File: src/rtl/ts_ctl_if.sv
`default_nettype none
// +----------------------------------------------------------------------+
// | ts_ctl_if : Z80 I/O bus fields seen by the TurboSound front-end       |
// | Revision  : 1.0                                                       |
// +----------------------------------------------------------------------+
interface ts_ctl_if;
  logic [15:0] a;
  logic [7:0]  d;
  logic        ioreq;
  logic        wr;
  logic        rd;

  modport master (output a, d, ioreq, wr, rd);
  modport slave  (input  a, d, ioreq, wr, rd);
endinterface
`default_nettype wire

File: src/rtl/ts_ctl.sv
`default_nettype none
// +----------------------------------------------------------------------+
// | ts_ctl   : TurboSound front-end, AY port decode, strobes, AY clock    |
// | Revision : 1.0                                                        |
// +----------------------------------------------------------------------+
module ts_ctl #(
  parameter bit TS_DEFAULT = 1'b0
) (
  input  logic      clk28,
  input  logic      rst,
  ts_ctl_if.slave   bus,
  input  logic      ck35,
  input  logic      ts_en,
  output logic      ay_clk,
  output logic      ay_bc1,
  output logic      ay_bdir,
  output logic      ay_sel,
  output logic      ay_rd_oe
);

  typedef enum logic [1:0] {
    ST_IDLE    = 2'd0,
    ST_SWALLOW = 2'd1,
    ST_PASS    = 2'd2
  } state_t;

  state_t r_state;
  logic   r_bc1_l;
  logic   r_bdir_l;
  logic   r_rdoe_l;
  logic   r_sel;
  logic   r_bc1;
  logic   r_bdir;
  logic   r_rd_oe;
  logic   r_ay_clk;

  logic w_hit;
  logic w_addr_sel;
  logic w_sel_wr;
  logic w_unused;

  assign w_hit      = bus.ioreq & bus.a[15] & ~bus.a[1];
  assign w_addr_sel = w_hit & bus.a[14];
  assign w_sel_wr   = w_addr_sel & bus.wr & ts_en & (bus.d[7:1] == 7'h7F);
  assign w_unused   = &{1'b0, bus.a[13:2], bus.a[0]};

  // Strobes follow the state one clock late so they are glitch-free register outputs.
  always_ff @(posedge clk28) begin
    if (rst) begin
      r_state  <= ST_IDLE;
      r_bc1_l  <= 1'b0;
      r_bdir_l <= 1'b0;
      r_rdoe_l <= 1'b0;
      r_sel    <= TS_DEFAULT;
      r_bc1    <= 1'b0;
      r_bdir   <= 1'b0;
      r_rd_oe  <= 1'b0;
    end else begin
      r_bc1   <= (r_state == ST_PASS) & r_bc1_l;
      r_bdir  <= (r_state == ST_PASS) & r_bdir_l;
      r_rd_oe <= (r_state == ST_PASS) & r_rdoe_l;
      case (r_state)
        ST_IDLE: begin
          if (w_sel_wr) begin
            r_state <= ST_SWALLOW;
            r_sel   <= ~bus.d[0];
          end else if (w_hit & (bus.wr | bus.rd)) begin
            r_state  <= ST_PASS;
            r_bc1_l  <= w_addr_sel | (bus.rd & bus.a[14]);
            r_bdir_l <= bus.wr;
            r_rdoe_l <= bus.rd & w_addr_sel;
          end
        end
        ST_SWALLOW, ST_PASS: begin
          if (!bus.ioreq) begin
            r_state <= ST_IDLE;
          end
        end
        default: r_state <= ST_IDLE;
      endcase
    end
  end

  always_ff @(posedge clk28) begin
    if (rst) begin
      r_ay_clk <= 1'b0;
    end else if (ck35) begin
      r_ay_clk <= ~r_ay_clk;
    end
  end

  // With TurboSound off the board behaves as a single AY0; the stored choice survives.
  assign ay_sel   = ts_en & r_sel;
  assign ay_bc1   = r_bc1;
  assign ay_bdir  = r_bdir;
  assign ay_rd_oe = r_rd_oe;
  assign ay_clk   = r_ay_clk;

endmodule
`default_nettype wire

File: src/flat_wrapper.sv
// flat-port wrapper written by rule: the top's interface ports become plain ports
module ts_ctl_flat 
#(
  parameter bit TS_DEFAULT = 1'b0
)
  (clk28, rst, ck35, ts_en, ay_clk, ay_bc1, ay_bdir, ay_sel, ay_rd_oe, bus_a, bus_d, bus_ioreq, bus_wr, bus_rd);
  ts_ctl_if bus_i ();
  input  logic clk28;
  input  logic rst;
  input  logic ck35;
  input  logic ts_en;
  output logic ay_clk;
  output logic ay_bc1;
  output logic ay_bdir;
  output logic ay_sel;
  output logic ay_rd_oe;
  input wire logic [$bits(bus_i.a)-1:0] bus_a;
  input wire logic [$bits(bus_i.d)-1:0] bus_d;
  input wire logic [$bits(bus_i.ioreq)-1:0] bus_ioreq;
  input wire logic [$bits(bus_i.wr)-1:0] bus_wr;
  input wire logic [$bits(bus_i.rd)-1:0] bus_rd;
  assign bus_i.a = bus_a;
  assign bus_i.d = bus_d;
  assign bus_i.ioreq = bus_ioreq;
  assign bus_i.wr = bus_wr;
  assign bus_i.rd = bus_rd;
  ts_ctl #(.TS_DEFAULT(TS_DEFAULT)) u_core (.clk28(clk28), .rst(rst), .bus(bus_i), .ck35(ck35), .ts_en(ts_en), .ay_clk(ay_clk), .ay_bc1(ay_bc1), .ay_bdir(ay_bdir), .ay_sel(ay_sel), .ay_rd_oe(ay_rd_oe));
endmodule
File: config.mk
export PLATFORM = sky130hd
export DESIGN_NAME = ts_ctl_flat
export DESIGN_NICKNAME = d
export VERILOG_FILES = /design/src/rtl/ts_ctl_if.sv /design/src/rtl/ts_ctl.sv /design/src/flat_wrapper.sv
export SDC_FILE = /design/constraint.sdc
export NUM_CORES = 1
export LEC_CHECK = 0
export ABC_AREA = 1
export ABC_CLOCK_PERIOD_IN_PS = 1900
export BUFFER_PORTS_ARGS = -buffer_cell sky130_fd_sc_hd__buf_2
export CAP_MARGIN = 25
export CORE_UTILIZATION = 30
export DETAILED_ROUTE_END_ITERATION = 10
export PLACE_DENSITY = 0.61
export SLEW_MARGIN = 40
export SYNTH_ARGS = -nofsm -noshare
export SYNTH_HDL_FRONTEND = slang
export SYNTH_SLANG_ARGS = --single-unit
File: constraint.sdc
create_clock -name clk28 -period 1.9 [get_ports clk28]
set_input_delay 0.285 -clock clk28 [delete_from_list [all_inputs] [get_ports clk28]]
set_output_delay 0.285 -clock clk28 [all_outputs]
set_load 0.05 [all_outputs]
# Word-level counts from Yosys, hierarchy flattened
# Index checks and enable logic that the tools add are counted.
[totals]
word_cells = 42
ff_bits = 10
output_inout_bits = 5
in_bits = 31
[op_classes]
n_reduce_logical = 5
mux = 4
bitwise = 19
n_eq_ne = 5
[op_table]
columns = ["op", "n"]
rows = [
  ["1-bit bitwise AND", 13],
  ["7-bit equality test (second input constant)", 1],
  ["2-bit two-way mux", 3],
  ["1-bit NOT", 4],
  ["2-bit one-hot mux with 2 select lines", 1],
  ["2-bit AND reduction", 2],
  ["3-bit by 1-bit != test with 1-bit output (second input constant)", 1],
  ["3-bit AND reduction", 1],
  ["2-bit by 1-bit equality test with 1-bit output (second input constant)", 1],
  ["2-bit equality test (second input constant)", 1],
  ["2-bit logical NOT", 1],
  ["2-bit != test (second input constant)", 1],
  ["1-bit bitwise OR", 2],
  ["2-bit OR reduction", 1],
]

# Depth between registers and ports, before layout
[depth]
word_depth = 8
mapped_depth = 8

# Least setup slack after synthesis
# OpenSTA, ideal clock, no wires.
[synth_timing]
path_type = "register -> register"
from = "reg u_core.r_state[0]"
to = "reg u_core.r_bc1_l"
arrival_ns = 0.951
setup_slack_ns = 0.837
stages_incl_launch_ff = 8
period_less_slack_ns = 1.063
path_cell_list = "dfxtp_1 inv_1 ha_1 o211ai_2 inv_2 nand3_1 nand2_1 nor2_1"
[synth_between]
elab_chain_len = 2
[synth_lines]
columns = ["element", "line_no", "rtl"]
rows = [
  ["from (decl)", "ts_ctl.sv:27", "state_t r_state;"],
  ["from (signal assigned)", "ts_ctl.sv:50", "r_state <= ST_IDLE;"],
  ["from (signal assigned)", "ts_ctl.sv:65", "r_state <= ST_SWALLOW;"],
  ["from (signal assigned)", "ts_ctl.sv:68", "r_state <= ST_PASS;"],
  ["2-bit logical NOT", "ts_ctl.sv:62", "case (r_state)"],
  ["3-bit AND reduction (no source line)", "--", ""],
  ["to (signal assigned)", "ts_ctl.sv:69", "r_bc1_l <= w_addr_sel | (bus.rd & bus.a[14]);"],
  ["to (decl)", "ts_ctl.sv:28", "logic r_bc1_l;"],
]
# No other way between the ends.
# A chain may end at the register's enable or synchronous reset.

# Final worst setup path
[layout_timing]
from = "reg u_core.r_sel"
to = "out ay_sel"
[layout_between]
elab_chain_len = 1
[layout_lines]
columns = ["element", "line_no", "rtl"]
rows = [
  ["from (decl)", "ts_ctl.sv:31", "logic r_sel;"],
  ["from (signal assigned)", "ts_ctl.sv:66", "r_sel <= ~bus.d[0];"],
  ["1-bit bitwise AND", "ts_ctl.sv:93", "assign ay_sel = ts_en & r_sel;"],
  ["to (decl)", "flat_wrapper.sv:15", "output logic ay_sel;"],
]
# No other way between the ends.

==> metrics.txt <==
Worst Setup End Kind output pin; static leakage 0.3632 nW; Fin. Hold Viols 0; Syn Nets 112; Min Clock Period, post-route 1.223 ns; PwrDens 657.8 nW/um^2; status finished, final reports clean; HPWL Detailed 852.2 um; Critical Path AT 0.94 ns; total CTS buffers 3; final hold slack 0.2633 ns; Clk Latency, worst-skew pair 0.26 ns; final instance area 730.7 um^2; dpl cell area 694.4 um^2; vias in the first global route 474; CP Launch Type flop; critical path class reg -> out; unrepaired setup endpoints after global routing false; initial core utilization 32.03%; # IOs 36; DRC Markers 0; core area 1727 um^2; cts repair resizes 0; routed wire length per instance 7.900 um; worst slew pin tran 0.2484 ns; gr ovfl total 0; final net count 139; maxcap violations 0; gpl congestion 0.6893; Max Clk Rate 817.4 MHz; area grow syn2layout 32.13%; H-tree depth 1; drt first-iter violations 13; Via density 4.185; antenna violations before repair 0; DRT Pass-1 Iters 4; Max stage delay on crit path 0.33 ns; total global-route track usage 11.97%; # rows 15; post-synthesis cell count 79; sequential fraction of the synthesis area 36.20%; die area 2019 um^2; Netlist cell types 17; Routed Antenna Nets 0; clock tree buffer depth 2; I/O Buffers 22; Peak VDD IR 334.6 uV; clk root buf clkbuf_4; cell area after synthesis 553.0 um^2; post-CTS setup buffers 0; min-delay worst type in -> reg; CTS sink count 10; Critical Path RT 1.62 ns; Slew Limit Fails 0; Total Routed Length 1.027 mm; DP Worst Slack 0.6983 ns; crit-path max FO 2; Crit-path slowest cell dfxtp_1; mean area per synthesized cell 7.000 um^2; setup_tns 0 ns; die height 44.94 um; Yosys reg bits 10; setup ws final 0.6767 ns; warnings from Yosys 0; endpoints failing setup 0; first-pass GRT wire length 1.738 mm; # diodes 0; number of hold buffers added after CTS 0; total vias in the final route 544; Clock transition at path regs 0.07 ns; pin count of the biggest net entering global routing 8; Final Cycle Share 64.39%; die width 44.94 um; Rel. slew slack 83.55%; Setup Skew 0.002101 ns; share of cells above drive strength 1 38.10%; CTS tree yes; CP Cell Sequence nand2_1, inv_1, buf_2
-- layer usage --
metal	up-vias	global-route usage (%)	wire length, um
met3	2	6.000	51
met4	0	3.636	13
met1	235	13.73	470
met2	12	19.42	491
li1	295	-	-
met5	-	0	0
-- final cells by class --
| class | instances | area [um^2] |
|---|---|---|
| Fill cell | 201 | 996.0 |
| Tap cell | 25 | 31.28 |
| Sequential cell | 10 | 200.2 |
| Inverter | 12 | 45.04 |
| Multi-Input combinational cell | 57 | 307.8 |
| Timing Repair Buffer | 22 | 110.1 |
| Clock buffer | 4 | 36.28 |
-- registers in the layout, summed over array words and instances, names as in the netlist --
register / count
u_core.r_sel: 1
u_core.ay_rd_oe: 1
u_core.ay_clk: 1
u_core.r_rdoe_l: 1
u_core.r_state: 2
u_core.r_bc1_l: 1
u_core.ay_bdir: 1
u_core.r_bdir_l: 1
u_core.ay_bc1: 1
-- layout by cell type, fill, tap and decap left out --
cell,count
buf_2,22
nand2_1,20
nor2_1,13
inv_1,10
dfxtp_1,10
nand3_1,6
nand2_2,3
clkbuf_4,3
nor2_4,2
nor2_2,2
inv_2,2
nand3_2,2
a21oi_1,2
ha_1,2
o211ai_2,1
nor3_2,1
o21ai_0,1
a21oi_2,1
xnor2_1,1
clkbuf_8,1
-- metrics by stage --
step | cells | util, % | total power [mW]
after global placement | 126 | 40.22 | 0.2960
after detailed placement | 126 | 40.22 | 0.2971
after CTS | 130 | 42.32 | 0.4892
after floorplan | 79 | - | 0.2658
final | 130 | 42.32 | 0.4807
after global routing | 130 | 42.32 | 0.5133
-- worst paths after layout --
kind,start,end,slack [ns],cells past startpoint
worst min register to register,u_core.r_bc1_l$_SDFFE_PP0P_,u_core.ay_bc1$_SDFF_PP0_,0.43,2
worst max register to register,u_core.r_state[0]$_SDFFE_PP0P_,u_core.r_bdir_l$_SDFFE_PP0P_,0.69,6
worst max-delay path,u_core.r_sel$_SDFFE_PP0P_,ay_sel,0.68,3
worst min-delay path,rst,u_core.r_state[0]$_SDFFE_PP0P_,0.26,2
-- cell families (layout without fill, tap and decap cells) --
| group | after synthesis | after routing | share of synthesized area [%] |
|---|---|---|---|
| adders and majority gates | 2 | 2 | 4.524 |
| AOI/OAI and AO/OA | 5 | 5 | 6.560 |
| xor gates and xnor gates | 1 | 1 | 1.584 |
| buffers and inverters | 12 | 38 | 8.146 |
| DFF | 10 | 10 | 36.20 |
| and+or+nand+nor | 49 | 49 | 42.99 |
-- synth_stat cells, drive strengths merged --
library cell	number	share of area, %
xnor2	1	1.6
o211ai	1	2.3
o21ai	1	0.90
nor2	17	15
nand2	23	17
dfxtp	10	36
ha	2	4.5
nor3	1	1.8
a21oi	3	3.4
inv	12	8.1
nand3	8	9.1
-- critical path, delay by kind of cell (launching register included) --
kind                   cells  cell delay [ns]
AND/OR/NAND/NOR            1             0.05
buffers and inverters      2             0.29
flip-flops                 1             0.33
-- report_power, final --
part / total [mW] / switching, mW / internal, mW
Clock: 0.189 / 0.0725 / 0.116
Combinational: 0.0727 / 0.0433 / 0.0294
Sequential: 0.219 / 0.00328 / 0.216
(Power assumes the default switching activity.)
